--- src/rtl/alu_pipe_if.sv ---
// Operand/result handshake bundle between operand fetch, alu_pipe and writeback.
// The master side issues operations and consumes results; alu_pipe is the slave.
interface alu_pipe_if #(
   parameter int WIDTH = 8
);
   logic             op_valid;
   logic             op_ready;
   logic [3:0]       opcode;
   logic [WIDTH-1:0] data1;
   logic [WIDTH-1:0] data2;
   logic             res_valid;
   logic             res_ready;
   logic [WIDTH-1:0] hasil;
   logic [3:0]       flags;
   logic             busy;

   modport master (
      output op_valid, opcode, data1, data2, res_ready,
      input  op_ready, res_valid, hasil, flags, busy
   );

   modport slave (
      input  op_valid, opcode, data1, data2, res_ready,
      output op_ready, res_valid, hasil, flags, busy
   );
endinterface

--- src/rtl/alu_pipe.sv ---
// Registered ALU with valid/ready handshakes; single-cycle logic/arith/shift ops
// and a WIDTH-cycle shift-add multiplier. flags = {N,V,C,Z}.
module alu_pipe #(
   parameter int WIDTH = 8,
   parameter int SHW   = 3
) (
   input  logic       clk,
   input  logic       reset,
   alu_pipe_if.slave  bus
);
   typedef enum logic {S_IDLE, S_MUL} state_t;

   state_t               state_q, state_d;
   logic                 res_valid_q, res_valid_d;
   logic [WIDTH-1:0]     hasil_q, hasil_d;
   logic [3:0]           flags_q, flags_d;
   logic [2*WIDTH-1:0]   mcand_q, mcand_d;
   logic [2*WIDTH-1:0]   acc_q, acc_d;
   logic [WIDTH-1:0]     mplier_q, mplier_d;
   logic [SHW-1:0]       cnt_q, cnt_d;

   logic                 op_ready_int;
   logic                 accept;
   logic [2*WIDTH-1:0]   acc_step;
   logic [WIDTH:0]       sum_ext, diff_ext, shr_ext, shl_ext;
   logic [2*WIDTH-1:0]   ror_ext, rol_ext;
   logic [WIDTH-1:0]     alu_res;
   logic                 alu_c, alu_v, illegal;

   // Single-cycle datapath; extended vectors carry the carry/borrow/shifted-out bit
   always_comb begin
      sum_ext  = {1'b0, bus.data1} + {1'b0, bus.data2};
      diff_ext = {1'b0, bus.data1} - {1'b0, bus.data2};
      shr_ext  = {bus.data1, 1'b0} >> bus.data2;
      shl_ext  = {1'b0, bus.data1} << bus.data2;
      ror_ext  = {bus.data1, bus.data1} >> bus.data2[SHW-1:0];
      rol_ext  = {bus.data1, bus.data1} << bus.data2[SHW-1:0];
      alu_res  = '0;
      alu_c    = 1'b0;
      alu_v    = 1'b0;
      illegal  = 1'b0;
      case (bus.opcode)
         4'h0: alu_res = bus.data1;
         4'h1: alu_res = bus.data1 & bus.data2;
         4'h2: alu_res = bus.data1 | bus.data2;
         4'h3: alu_res = bus.data1 ^ bus.data2;
         4'h4: begin
            alu_res = sum_ext[WIDTH-1:0];
            alu_c   = sum_ext[WIDTH];
            alu_v   = (bus.data1[WIDTH-1] == bus.data2[WIDTH-1]) &&
                      (sum_ext[WIDTH-1] != bus.data1[WIDTH-1]);
         end
         4'h5: begin
            alu_res = diff_ext[WIDTH-1:0];
            alu_c   = diff_ext[WIDTH];
            alu_v   = (bus.data1[WIDTH-1] != bus.data2[WIDTH-1]) &&
                      (diff_ext[WIDTH-1] != bus.data1[WIDTH-1]);
         end
         4'h6: begin
            alu_res = shr_ext[WIDTH:1];
            alu_c   = shr_ext[0];
         end
         4'h7: begin
            alu_res = shl_ext[WIDTH-1:0];
            alu_c   = shl_ext[WIDTH];
         end
         4'h8: alu_res = ~bus.data1;
         4'h9: alu_res = '0;
         4'hA: alu_res = ror_ext[WIDTH-1:0];
         4'hB: alu_res = rol_ext[2*WIDTH-1:WIDTH];
         default: illegal = 1'b1;
      endcase
   end

   assign acc_step     = mplier_q[0] ? (acc_q + mcand_q) : acc_q;
   assign op_ready_int = (state_q == S_IDLE) && (!res_valid_q || bus.res_ready);
   assign accept       = bus.op_valid && op_ready_int;

   // Control FSM and output register
   always_comb begin
      state_d     = state_q;
      res_valid_d = res_valid_q && !bus.res_ready;
      hasil_d     = hasil_q;
      flags_d     = flags_q;
      mcand_d     = mcand_q;
      mplier_d    = mplier_q;
      acc_d       = acc_q;
      cnt_d       = cnt_q;
      case (state_q)
         S_IDLE: begin
            if (accept) begin
               if (bus.opcode == 4'h9) begin
                  mcand_d  = {{WIDTH{1'b0}}, bus.data1};
                  mplier_d = bus.data2;
                  acc_d    = '0;
                  cnt_d    = SHW'(WIDTH - 1);
                  state_d  = S_MUL;
               end else begin
                  hasil_d     = alu_res;
                  flags_d     = illegal ? 4'b0000 :
                                {alu_res[WIDTH-1], alu_v, alu_c, alu_res == '0};
                  res_valid_d = 1'b1;
               end
            end
         end
         S_MUL: begin
            acc_d    = acc_step;
            mcand_d  = mcand_q << 1;
            mplier_d = mplier_q >> 1;
            cnt_d    = cnt_q - 1'b1;
            if (cnt_q == '0) begin
               hasil_d     = acc_step[WIDTH-1:0];
               flags_d     = {acc_step[WIDTH-1], 1'b0, |acc_step[2*WIDTH-1:WIDTH],
                              acc_step[WIDTH-1:0] == '0};
               res_valid_d = 1'b1;
               state_d     = S_IDLE;
            end
         end
         default: state_d = S_IDLE;
      endcase
   end

   always_ff @(posedge clk or negedge reset) begin
      if (!reset) begin
         state_q     <= S_IDLE;
         res_valid_q <= 1'b0;
         hasil_q     <= '0;
         flags_q     <= '0;
      end else begin
         state_q     <= state_d;
         res_valid_q <= res_valid_d;
         hasil_q     <= hasil_d;
         flags_q     <= flags_d;
      end
   end

   // Multiplier working registers are only meaningful in S_MUL, so they need no reset
   always_ff @(posedge clk) begin
      mcand_q  <= mcand_d;
      mplier_q <= mplier_d;
      acc_q    <= acc_d;
      cnt_q    <= cnt_d;
   end

   assign bus.op_ready  = reset && op_ready_int;
   assign bus.res_valid = res_valid_q;
   assign bus.hasil     = hasil_q;
   assign bus.flags     = flags_q;
   assign bus.busy      = (state_q == S_MUL);
endmodule

--- src/flat_wrapper.sv ---
// flat-port wrapper written by rule: the top's interface ports become plain ports
module alu_pipe_flat 
#(
   parameter int WIDTH = 8,
   parameter int SHW   = 3
)
  (clk, reset, bus_op_valid, bus_opcode, bus_data1, bus_data2, bus_res_ready, bus_op_ready, bus_res_valid, bus_hasil, bus_flags, bus_busy);
  alu_pipe_if #(.WIDTH(WIDTH)) bus_i ();
  input  logic clk;
  input  logic reset;
  input wire logic [$bits(bus_i.op_valid)-1:0] bus_op_valid;
  input wire logic [$bits(bus_i.opcode)-1:0] bus_opcode;
  input wire logic [$bits(bus_i.data1)-1:0] bus_data1;
  input wire logic [$bits(bus_i.data2)-1:0] bus_data2;
  input wire logic [$bits(bus_i.res_ready)-1:0] bus_res_ready;
  output wire logic [$bits(bus_i.op_ready)-1:0] bus_op_ready;
  output wire logic [$bits(bus_i.res_valid)-1:0] bus_res_valid;
  output wire logic [$bits(bus_i.hasil)-1:0] bus_hasil;
  output wire logic [$bits(bus_i.flags)-1:0] bus_flags;
  output wire logic [$bits(bus_i.busy)-1:0] bus_busy;
  assign bus_i.op_valid = bus_op_valid;
  assign bus_i.opcode = bus_opcode;
  assign bus_i.data1 = bus_data1;
  assign bus_i.data2 = bus_data2;
  assign bus_i.res_ready = bus_res_ready;
  assign bus_op_ready = bus_i.op_ready;
  assign bus_res_valid = bus_i.res_valid;
  assign bus_hasil = bus_i.hasil;
  assign bus_flags = bus_i.flags;
  assign bus_busy = bus_i.busy;
  alu_pipe #(.WIDTH(WIDTH), .SHW(SHW)) u_core (.clk(clk), .reset(reset), .bus(bus_i));
endmodule
--- config.mk ---
export PLATFORM = sky130hd
export DESIGN_NAME = alu_pipe_flat
export DESIGN_NICKNAME = d
export VERILOG_FILES = /design/src/rtl/alu_pipe_if.sv /design/src/rtl/alu_pipe.sv /design/src/flat_wrapper.sv
export SDC_FILE = /design/constraint.sdc
export NUM_CORES = 1
export LEC_CHECK = 0
export ABC_AREA = 1
export BUFFER_PORTS_ARGS = -buffer_cell sky130_fd_sc_hd__buf_2
export CAP_MARGIN = 5
export CORE_MARGIN = 5
export CORE_UTILIZATION = 40
export DETAILED_ROUTE_END_ITERATION = 8
export GPL_ROUTABILITY_DRIVEN = 0
export SLEW_MARGIN = 30
export SYNTH_ARGS = -nofsm -noshare
export SYNTH_HDL_FRONTEND = slang
export SYNTH_SLANG_ARGS = --single-unit
--- constraint.sdc ---
create_clock -name clk -period 3.7 [get_ports clk]
set_input_delay 0.185 -clock clk [delete_from_list [all_inputs] [get_ports clk]]
set_output_delay 0.185 -clock clk [all_outputs]
set_load 0.02 [all_outputs]
==> results of run 1 <==
==> registers in the layout, indices dropped and copies added (netlist names) <==
name                  count
u_core.acc_q             16
u_core.mcand_q           16
u_core.bus.hasil          8
u_core.mplier_q           8
u_core.bus.flags          4
u_core.cnt_q              3
u_core.bus.busy           1
u_core.bus.res_valid      1
==> how the worst min path moves through the flow <==
stage / startpoint / slack (ps) / cells past startpoint / end
6_report: bus_res_ready / 170 / 4 / u_core.bus.res_valid
5_1_grt: bus_op_valid / 190 / 3 / u_core.bus.busy
4_1_cts: bus_res_ready / 160 / 4 / u_core.bus.res_valid
3_5_place_dp: reset / 100 / 1 / u_core.bus.flags[2]
3_3_place_gp: reset / 110 / 1 / u_core.bus.flags[2]
2_1_floorplan: reset / -110 / 0 / u_core.bus.busy
==> layout make-up <==
type	count	area share [%]
clock buffers	11	3.69
well taps	184	3.50
inverters	114	6.55
repair buffers	47	3.92
multi-input cells	727	56.9
flip-flops and latches	57	25.0
clock inverters	5	0.476
==> metrics by stage <==
step | instances | setup slack, ps | utilization, %
2_1_floorplan | 928 | 1190 | -
3_3_place_gp | 1127 | 1130 | 43.1
3_5_place_dp | 1127 | 1120 | 43.1
4_1_cts | 1144 | 1330 | 45.0
5_1_grt | 1145 | 1010 | 45.1
6_report | 1145 | 1320 | 45.1
==> report_power, final <==
part | leakage [uW] | switching, uW | internal (uW)
logic | 0.00266 | 1860 | 928
clock network | 0.000135 | 290 | 467
registers | 0.000598 | 177 | 1130
total | 0.00339 | 2330 | 2530
==> cell usage in the layout (no fill, tap or decap), types with 2 or more instances in the layout <==
cell type | Yosys | layout
a21oi_1 | 34 | 34
a21oi_2 | 2 | 2
a22oi_1 | 2 | 2
a31oi_1 | 3 | 3
and2_1 | 3 | 3
and2_4 | 2 | 2
buf_2 | 15 | 39
buf_4 | 1 | 7
clkbuf_16 | 0 | 9
clkinv_2 | 0 | 3
dfrtp_1 | 14 | 14
edfxtp_1 | 43 | 43
fa_1 | 3 | 3
ha_1 | 44 | 44
inv_1 | 111 | 111
nand2_1 | 314 | 313
nand2_2 | 4 | 5
nand2_4 | 6 | 6
nand3_1 | 118 | 118
nand3_2 | 4 | 4
nand3b_1 | 3 | 3
nand4_1 | 13 | 13
nor2_1 | 89 | 89
nor2_2 | 3 | 3
nor3_1 | 3 | 3
o211ai_1 | 5 | 5
o21ai_0 | 38 | 38
o21ai_1 | 4 | 4
o21ai_2 | 4 | 4
o22ai_1 | 3 | 3
or2_2 | 5 | 5
xnor2_1 | 7 | 7
xor2_1 | 2 | 2
==> logic make-up after synthesis <==
family / count (synthesis) / synth area share, %
simple gates: 571 / 41.6
compound gates: 99 / 9.31
fa+ha+maj: 47 / 10.2
mux: 1 / 0.168
buf+inv: 144 / 9.87
xor+xnor: 9 / 1.32
flops: 57 / 27.5
==> repair_timing <==
item                                   CTS  global route
hold buffers                             1             0
endpoints found under the hold margin   14             0
buffers inserted                         0             0
==> per-layer routing <==
metal / GRT usage [%] / vias to the layer above / part of all wire [%]
li1: - / 3074 / -
met5: 0 / - / 0
met2: 35.7 / 165 / 48
met4: 7.60 / 0 / 3.2
met1: 26.0 / 2699 / 44
met3: 2.56 / 37 / 4.3
==> worst reg2reg max path, cell delays in order (launching register included) <==
cell	delay [ps]
edfxtp_1	340
ha_1	210
inv_1	80
fa_1	450
inv_1	110
nand3_1	70
nand3_1	130
nand3_1	130
nand3_1	90
nand2_1	50
nand3_1	80
nand2_1	50
nor2_1	130
nand3_1	110
nand2_1	80
nand2_1	50
nand2_1	60
nand2_1	50
==> results.sh, run 1 <==
export IMPL_status="finished, final reports clean"
export IMPL_regToRegSetupSlack_ps=1320
export IMPL_diodes=0
export IMPL_overflow=0
export IMPL_ys_flop_type="edfxtp_1"
export IMPL_worstSetupPathType="reg2reg"
export IMPL_vias=5975
export IMPL_finalPower_uw=4860
export IMPL_syn_instance_count=928
export IMPL_r2r_start="u_core.acc_q[0]"
export IMPL_clk_pin_slew_ps=50
export IMPL_firstDrtPassIters=7
export IMPL_path_buf_inv=2
export IMPL_fin_worst_skew_ps=7.75
export IMPL_whs_ps=174
export IMPL_die_width_um=132
export IMPL_grt_antenna_before_repair=0
export IMPL_register_area_um2=1640
export IMPL_rows=44
export IMPL_drt_initial_drc_count=628
export IMPL_grt_usage_pct=20.5
export IMPL_crit_family="simple AND/OR/NAND/NOR gates"
export IMPL_grt_pass1_vias=5661
export IMPL_final_antenna_net_count=0
export IMPL_drive_above_1_share_pct=9.99
export IMPL_ys_types=47
export IMPL_drv_slew=0
export IMPL_multi_input_area_um2=3740
export IMPL_cp_max_fo=4
export IMPL_tightest_slew_ps=725
export IMPL_core_um2=14600
export IMPL_critical_path_arrival_ps=2600
export IMPL_grt_max_degree=53
export IMPL_powerDensity_nw_per_um2=739
export IMPL_placed_cell_area_um2=6290
export IMPL_grt_pass1_wl_mm=29.1
export IMPL_dieArea_um2=17500
export IMPL_setup_tns_ps=0
export IMPL_synth_most_common_cell="nand2_1"
export IMPL_cts_buffers=9
export IMPL_drv_cap=0
export IMPL_synth_top_cell_area_share_pct=21.6
export IMPL_period_minus_slack_ps=2380
export IMPL_finalCritPeriodShare_pct=64.2
export IMPL_wl_mm=17.9
export IMPL_cp_endpoint="u_core.bus.flags[1]"
export IMPL_hpwl_mm=14.2
export IMPL_avgViaCountPerCell=5.22
export IMPL_hold_path_class="in2reg"
export IMPL_ys_ff_latch=57
export IMPL_io_pins=39
export IMPL_crit_chain="ha_1 > inv_1 > fa_1 > inv_1 > nand3_1 > nand3_1 > nand3_1 > nand3_1 > nand2_1 > nand3_1 > nand2_1 > nor2_1 > nand3_1 > nand2_1 > nand2_1 > nand2_1 > nand2_1"
export IMPL_crit_slowest_cell="fa_1"
export IMPL_startpoint="u_core.acc_q[0]"
export IMPL_fin_area_um2=6580
export IMPL_clk_latency_ps=330
export IMPL_cts_tree="yes"
export IMPL_synth_top_area_cell="edfxtp_1"
export IMPL_synth_nets=999
export IMPL_startpoint_type="flop"
export IMPL_yosys_top_cells_area="edfxtp_1 22%, nand2_1 20%, nand3_1 9.9%"
export IMPL_rsz0062_at_grt="false"
export IMPL_netlist_area_um2=5970
export IMPL_die_h_um=132
export IMPL_setup_violations=0
export IMPL_htree_levels=3
export IMPL_root_buffer="clkbuf_16"
export IMPL_cts_buffer_depth=2
export IMPL_cts_repair_resized=0
export IMPL_nFillCells=1557
export IMPL_worstSetupEndpointType="flop"
export IMPL_layout_nets=1027
export IMPL_yosys_top_cells_count="314 x nand2_1, 118 x nand3_1, 111 x inv_1, 89 x nor2_1, 44 x ha_1"
export IMPL_wire_per_inst_um=15.6
export IMPL_area_growth_pct=10.1
export IMPL_critical_path_required_ps=3920
export IMPL_yosysWarnings=0
export IMPL_numPortBuffers=38
export IMPL_ys_seq_area_share_pct=27.5
export IMPL_irDropWorstVdd_v=0.000294
export IMPL_ys_async_sr_fraction_pct=24.6
export IMPL_p_leak_uw=0.00339
export IMPL_slew_headroom_pct=51.5
export IMPL_rr_worst_depth=17
export IMPL_syn_area_per_cell_um2=6.43
export IMPL_crit_cells=17
export IMPL_max_stage_delay_ps=450
export IMPL_start_util_pct=40.9
export IMPL_r2r_end="u_core.bus.flags[1]"
export IMPL_synth_edf_count=43
export IMPL_drc=0
export IMPL_fmax_mhz=421
export IMPL_finalHoldViolations=0
export IMPL_cts_sinks=57
Note: power is estimated with default switching activity, not from simulation.
==> run 2: changes to the inputs <==
ABC_AREA = 0   (was 1)
clock period = 2.2 ns   (was 3.7 ns; I/O delays follow)
==> run 2 against run 1 <==
Effect of this change: combinational power increased to 2.7 times the previous value; the flow now finishes with violations (negative setup slack); hold slack improved by 68 ps; critical path depth decreased by 5; critical path type unchanged; largest cell class unchanged; register-to-register slack got worse by 1700 ps.
==> results.sh, run 2 <==
export IMPL_vias=6201
export IMPL_nFillCells=1291
export IMPL_die_h_um=132
export IMPL_r2r_start="u_core.acc_q[0]"
export IMPL_powerDensity_nw_per_um2=1330
export IMPL_cp_endpoint="u_core.acc_q[6]"
export IMPL_synth_nets=733
export IMPL_area_growth_pct=41.9
export IMPL_hold_path_class="in2async"
export IMPL_clk_pin_slew_ps=50
export IMPL_yosys_top_cells_area="edfxtp_1 22%, ha_1 9.3%, dfrtp_1 5.9%"
export IMPL_fmax_mhz=394
export IMPL_hpwl_mm=15.3
export IMPL_tightest_slew_ps=865
export IMPL_r2r_end="u_core.acc_q[6]"
export IMPL_dieArea_um2=17300
export IMPL_setup_violations=15
export IMPL_numPortBuffers=38
export IMPL_cp_max_fo=3
export IMPL_yosys_top_cells_count="59 x nand2_1, 47 x nor2_1, 47 x o21ai_0, 44 x ha_1, 43 x edfxtp_1"
export IMPL_crit_chain="ha_2 > inv_2 > fa_2 > nor2b_2 > o31a_1 > buf_4 > buf_6 > o21a_1 > nor2_2 > xnor2_1 > mux2_4 > and2_1"
export IMPL_synth_top_cell_area_share_pct=21.9
export IMPL_crit_family="adder cells"
export IMPL_grt_antenna_before_repair=1
export IMPL_critical_path_required_ps=2280
export IMPL_cts_buffers=9
export IMPL_ys_types=79
export IMPL_cts_buffer_depth=2
export IMPL_yosysWarnings=0
export IMPL_violations="negative setup slack"
export IMPL_crit_cells=12
export IMPL_max_stage_delay_ps=350
export IMPL_crit_slowest_cell="edfxtp_1"
export IMPL_ys_async_sr_fraction_pct=24.6
export IMPL_finalCritPeriodShare_pct=115
export IMPL_netlist_area_um2=5910
export IMPL_ys_flop_type="edfxtp_1"
export IMPL_rsz0062_at_grt="true"
export IMPL_worstSetupEndpointType="flop"
export IMPL_htree_levels=3
export IMPL_diodes=0
export IMPL_syn_instance_count=662
export IMPL_wire_per_inst_um=19.7
export IMPL_drt_initial_drc_count=577
export IMPL_worst_slack_ps=-336
export IMPL_drv_cap=0
export IMPL_cts_tree="yes"
export IMPL_grt_max_degree=44
export IMPL_ys_ff_latch=57
export IMPL_syn_area_per_cell_um2=8.92
export IMPL_worstSetupPathType="reg2reg"
export IMPL_layout_nets=929
export IMPL_core_um2=14500
export IMPL_overflow=0
export IMPL_regToRegSetupSlack_ps=-340
export IMPL_synth_most_common_cell="nand2_1"
export IMPL_clk_latency_ps=330
export IMPL_whs_ps=242
export IMPL_avgViaCountPerCell=5.93
export IMPL_rows=44
export IMPL_fin_area_um2=8380
export IMPL_finalHoldViolations=0
export IMPL_drv_slew=0
export IMPL_drive_above_1_share_pct=39.6
export IMPL_io_pins=39
export IMPL_critical_path_arrival_ps=2620
export IMPL_ys_seq_area_share_pct=27.8
export IMPL_p_leak_uw=0.00363
export IMPL_status="complete, but fails checks"
export IMPL_fin_worst_skew_ps=9.05
export IMPL_firstDrtPassIters=6
export IMPL_die_width_um=132
export IMPL_drc=0
export IMPL_start_util_pct=40.6
export IMPL_wl_mm=20.6
export IMPL_grt_pass1_wl_mm=31.8
export IMPL_synth_edf_count=43
export IMPL_period_minus_slack_ps=2540
export IMPL_startpoint_type="flop"
export IMPL_placed_cell_area_um2=7480
export IMPL_cts_sinks=57
export IMPL_layout_common_cells="180 x buf_4, 56 x nand2_1, 45 x nor2_1, 43 x edfxtp_1, 38 x o21ai_0"
export IMPL_synth_top_area_cell="edfxtp_1"
export IMPL_irDropWorstVdd_v=0.000719
export IMPL_grt_usage_pct=22.4
export IMPL_grt_pass1_vias=6027
export IMPL_final_antenna_net_count=0
export IMPL_final_common_cell="buf_4"
export IMPL_rr_worst_depth=12
export IMPL_slew_headroom_pct=40.9
export IMPL_path_buf_inv=3
export IMPL_root_buffer="clkbuf_16"
export IMPL_startpoint="u_core.acc_q[0]"
export IMPL_top_regs="u_core.acc_q (16), u_core.mcand_q (16)"
-- run 2: cell types whose count changed in the layout (fill, tap and decap cells not counted), moves of 13 or more --
| cell | change |
|---|---|
| and2_1 | +16 |
| buf_4 | +173 |
| nand3_1 | -107 |
| mux2i_1 | +18 |
| nor2_1 | -44 |
| inv_1 | -80 |
| nand2_1 | -257 |
| nand2b_1 | +13 |
-- run 2: cell families after synthesis --
family | share of synthesized area (%)
adder cells (fa/ha/maj) | 10.3
flip-flops | 27.8
AND/OR/NAND/NOR | 20.3
buffers and inverters | 7.07
XOR/XNOR | 1.63
multiplexers | 10.5
AO/OA/AOI/OAI | 22.4
-- run 2: power breakdown --
| part | switching, uW | leakage (uW) | internal [uW] |
|---|---|---|---|
| clock | 443 | 0.000130 | 816 |
| combinational | 4000 | 0.00290 | 3630 |
| sequential | 325 | 0.000597 | 1920 |
| total | 4770 | 0.00363 | 6360 |
-- run 2: worst min-delay path by stage --
stage                      endpoint   from
4_1_cts         u_core.bus.hasil[2]  reset
5_1_grt         u_core.bus.hasil[3]  reset
6_report        u_core.bus.hasil[2]  reset
2_1_floorplan       u_core.bus.busy  reset
3_3_place_gp   u_core.bus.res_valid  reset
3_5_place_dp    u_core.bus.hasil[2]  reset
-- run 2: final cells by class --
cell class              count  area (um2)  area share [%]
clock buffers              15         268            3.19
repair buffers            231        1710            20.4
multi-input cells         522        4380            52.3
inverters                  37         148            1.76
flip-flops and latches     57        1640            19.6
well taps                 184         230            2.75
-- run 2: layer usage --
metal	track usage [%]	wire length [um]	up-vias	share of wire, %
li1	-	-	2878	-
met3	3.33	1210	78	5.9
met1	28.3	8450	2958	41
met4	10.6	925	2	4.5
met2	37.8	9960	285	48
met5	0	13	-	0.063
-- run 2: per-stage QoR --
| stage | setup TNS [ps] | util [%] | std cells | setup slack [ps] | total power (uW) |
|---|---|---|---|---|---|
| 2_1_floorplan | -900 | - | 662 | -235 | 5690 |
| 3_3_place_gp | -4960 | 51.5 | 1012 | -530 | 7900 |
| 3_5_place_dp | -6000 | 51.5 | 1012 | -554 | 8110 |
| 4_1_cts | -2000 | 55.3 | 1035 | -361 | 10200 |
| 5_1_grt | -4280 | 57.7 | 1046 | -519 | 11800 |
| 6_report | -2570 | 57.7 | 1046 | -336 | 11100 |
-- run 2: worst register-to-register path, stage by stage (launching register included) --
cell,delay (ps)
edfxtp_1,350
ha_2,190
inv_2,40
fa_2,340
nor2b_2,140
o31a_1,250
buf_4,150
buf_6,90
o21a_1,130
nor2_2,40
xnor2_1,120
mux2_4,300
and2_1,160
-- run 2: repair_timing --
action,in CTS,in global routing
pin swaps,19,23
buffers inserted,7,14
hold endpoints to repair,14,0
resized for setup,44,54
hold buffers,1,0
setup endpoints to repair,17,21
==> run 3: changes to the inputs <==
REMOVE_ABC_BUFFERS = 1   (was unset)
SKIP_CTS_REPAIR_TIMING = 1   (was unset)
==> run 3 against run 2 <==
Effect of this change: the flow still finishes with violations (negative setup slack); sequential cell count stayed put; final area down 3.6%; largest power group unchanged; largest cell class unchanged; sequential share of layout area grew 0.73 points; critical path type unchanged; hold slack worse by 150 ps; critical path depth rose by 1; via count down 0.60%.
==> results.sh, run 3 (synthesized netlist as in run 2, its figures left out) <==
export IMPL_critical_path_arrival_ps=2840
export IMPL_multi_input_area_um2=4110
export IMPL_root_buffer="clkbuf_16"
export IMPL_worst_slack_ps=-434
export IMPL_startpoint_type="flop"
export IMPL_numPortBuffers=38
export IMPL_slew_headroom_pct=51.4
export IMPL_finalPower_uw=10200
export IMPL_crit_chain="ha_2 > inv_2 > fa_2 > nor2b_4 > o31a_1 > o31ai_1 > buf_4 > buf_6 > a211oi_4 > nor4_2 > o21ai_1 > nor4_2 > a21oi_1"
export IMPL_cts_buffers=9
export IMPL_drv_cap=0
export IMPL_pwr_share_clk_pct=13.1
export IMPL_fmax_mhz=380
export IMPL_wire_per_inst_um=18.9
export IMPL_rsz0062_at_grt="true"
export IMPL_drive_above_1_share_pct=35.9
export IMPL_diodes=0
export IMPL_vias=6164
export IMPL_firstDrtPassIters=6
export IMPL_worstSetupPathType="reg2reg"
export IMPL_p_seq_share_pct=21.8
export IMPL_grt_pass1_vias=6198
export IMPL_irDropWorstVdd_v=0.000566
export IMPL_drc=0
export IMPL_period_minus_slack_ps=2630
export IMPL_core_um2=14500
export IMPL_area_growth_pct=36.8
export IMPL_status="complete, but fails checks"
export IMPL_grt_usage_pct=21.7
export IMPL_die_width_um=132
export IMPL_crit_slowest_cell="edfxtp_1"
export IMPL_rr_worst_depth=13
export IMPL_grt_antenna_before_repair=0
export IMPL_p_sw_share_pct=42.1
export IMPL_worstSetupEndpointType="flop"
export IMPL_wl_mm=19.8
export IMPL_grt_pass1_wl_mm=31.2
export IMPL_clk_pin_slew_ps=60
export IMPL_drv_slew=0
export IMPL_cp_max_fo=3
export IMPL_finalCritPeriodShare_pct=120
export IMPL_powerDensity_nw_per_um2=1260
export IMPL_io_pins=39
export IMPL_cts_buffer_depth=2
export IMPL_dieArea_um2=17300
export IMPL_finalHoldViolations=0
export IMPL_drt_initial_drc_count=622
export IMPL_switching_power_uw=4290
export IMPL_overflow=0
export IMPL_violations="negative setup slack"
export IMPL_cts_sinks=57
export IMPL_cp_common_cell="nor4_2"
export IMPL_fin_area_um2=8080
export IMPL_die_h_um=132
export IMPL_setup_violations=16
export IMPL_register_area_um2=1640
export IMPL_comb_power_share_pct=65.1
export IMPL_layout_common_cells="186 x buf_4, 58 x nand2_1, 46 x nor2_1, 43 x o21ai_0, 43 x edfxtp_1"
export IMPL_p_leak_uw=0.00356
export IMPL_nFillCells=1337
export IMPL_rows=44
export IMPL_top_regs="u_core.acc_q (16), u_core.mcand_q (16)"
export IMPL_max_stage_delay_ps=390
export IMPL_htree_levels=3
export IMPL_hpwl_mm=15.4
export IMPL_avgViaCountPerCell=5.89
export IMPL_layout_nets=929
export IMPL_hold_depth=3
export IMPL_clk_latency_ps=330
export IMPL_tightest_slew_ps=727
export IMPL_fin_worst_skew_ps=10.5
export IMPL_intPower_uw=5900
export IMPL_grt_max_degree=44
export IMPL_start_util_pct=40.6
export IMPL_final_common_cell="buf_4"
export IMPL_critical_path_required_ps=2410
export IMPL_placed_cell_area_um2=7480
export IMPL_cts_tree="yes"
export IMPL_hold_path_class="in2reg"
export IMPL_final_antenna_net_count=0
==> run 3: cell type report <==
class	instances	share of cell area, %
multi-input combinational	522	50.8
clock inverter	6	0.743
clock buffer	10	2.83
sequential	57	20.3
inverter	37	1.72
timing repair buffer	231	20.7
tap	184	2.85
==> run 3: per-stage QoR <==
stage	setup TNS (ps)	hold slack [ps]	util [%]	cells	worst slack (ps)
detailed placement	-7780	50.3	51.5	1026	-783
finish	-2770	87.8	55.6	1047	-434
global placement	-6800	40.9	51.5	1026	-737
floorplan	-50340	-186	-	616	-1090
CTS	-4290	-302	53.5	1042	-609
global route	-4800	97.6	55.6	1047	-559
==> run 3: layer usage <==
layer | wire length [um] | global-route usage, %
met1 | 8270 | 27.2
met2 | 9700 | 36.6
met3 | 1160 | 3.36
met4 | 711 | 9.89
met5 | 0 | 0
==> run 3: worst paths after layout <==
kind	to	slack (ps)	start
max in group asynchronous	u_core.bus.busy	1660	reset
max reg2reg	u_core.bus.flags[1]	-430	u_core.mcand_q[0]
min reg2reg	u_core.bus.hasil[0]	490	u_core.bus.hasil[0]
max	u_core.bus.flags[1]	-430	u_core.mcand_q[0]
min in group asynchronous	u_core.bus.res_valid	240	reset
min	u_core.bus.res_valid	90	bus_res_ready
==> run 3: worst max-delay path: cells and delay by family, from the launching register on <==
family,cells,cell delay [ps]
buf+inv,3,330
compound gates,5,850
fa+ha+maj,2,430
flops,1,390
simple gates,3,520
==> run 3: power groups by stage <==
stage | registers (uW) | logic (uW) | clock network [uW]
CTS | 2210 | 5820 | 1360
detailed placement | 2220 | 5770 | 0
global route | 2270 | 7230 | 1400
finish | 2220 | 6630 | 1340
global placement | 2210 | 5620 | 0
floorplan | 2390 | 3010 | 0
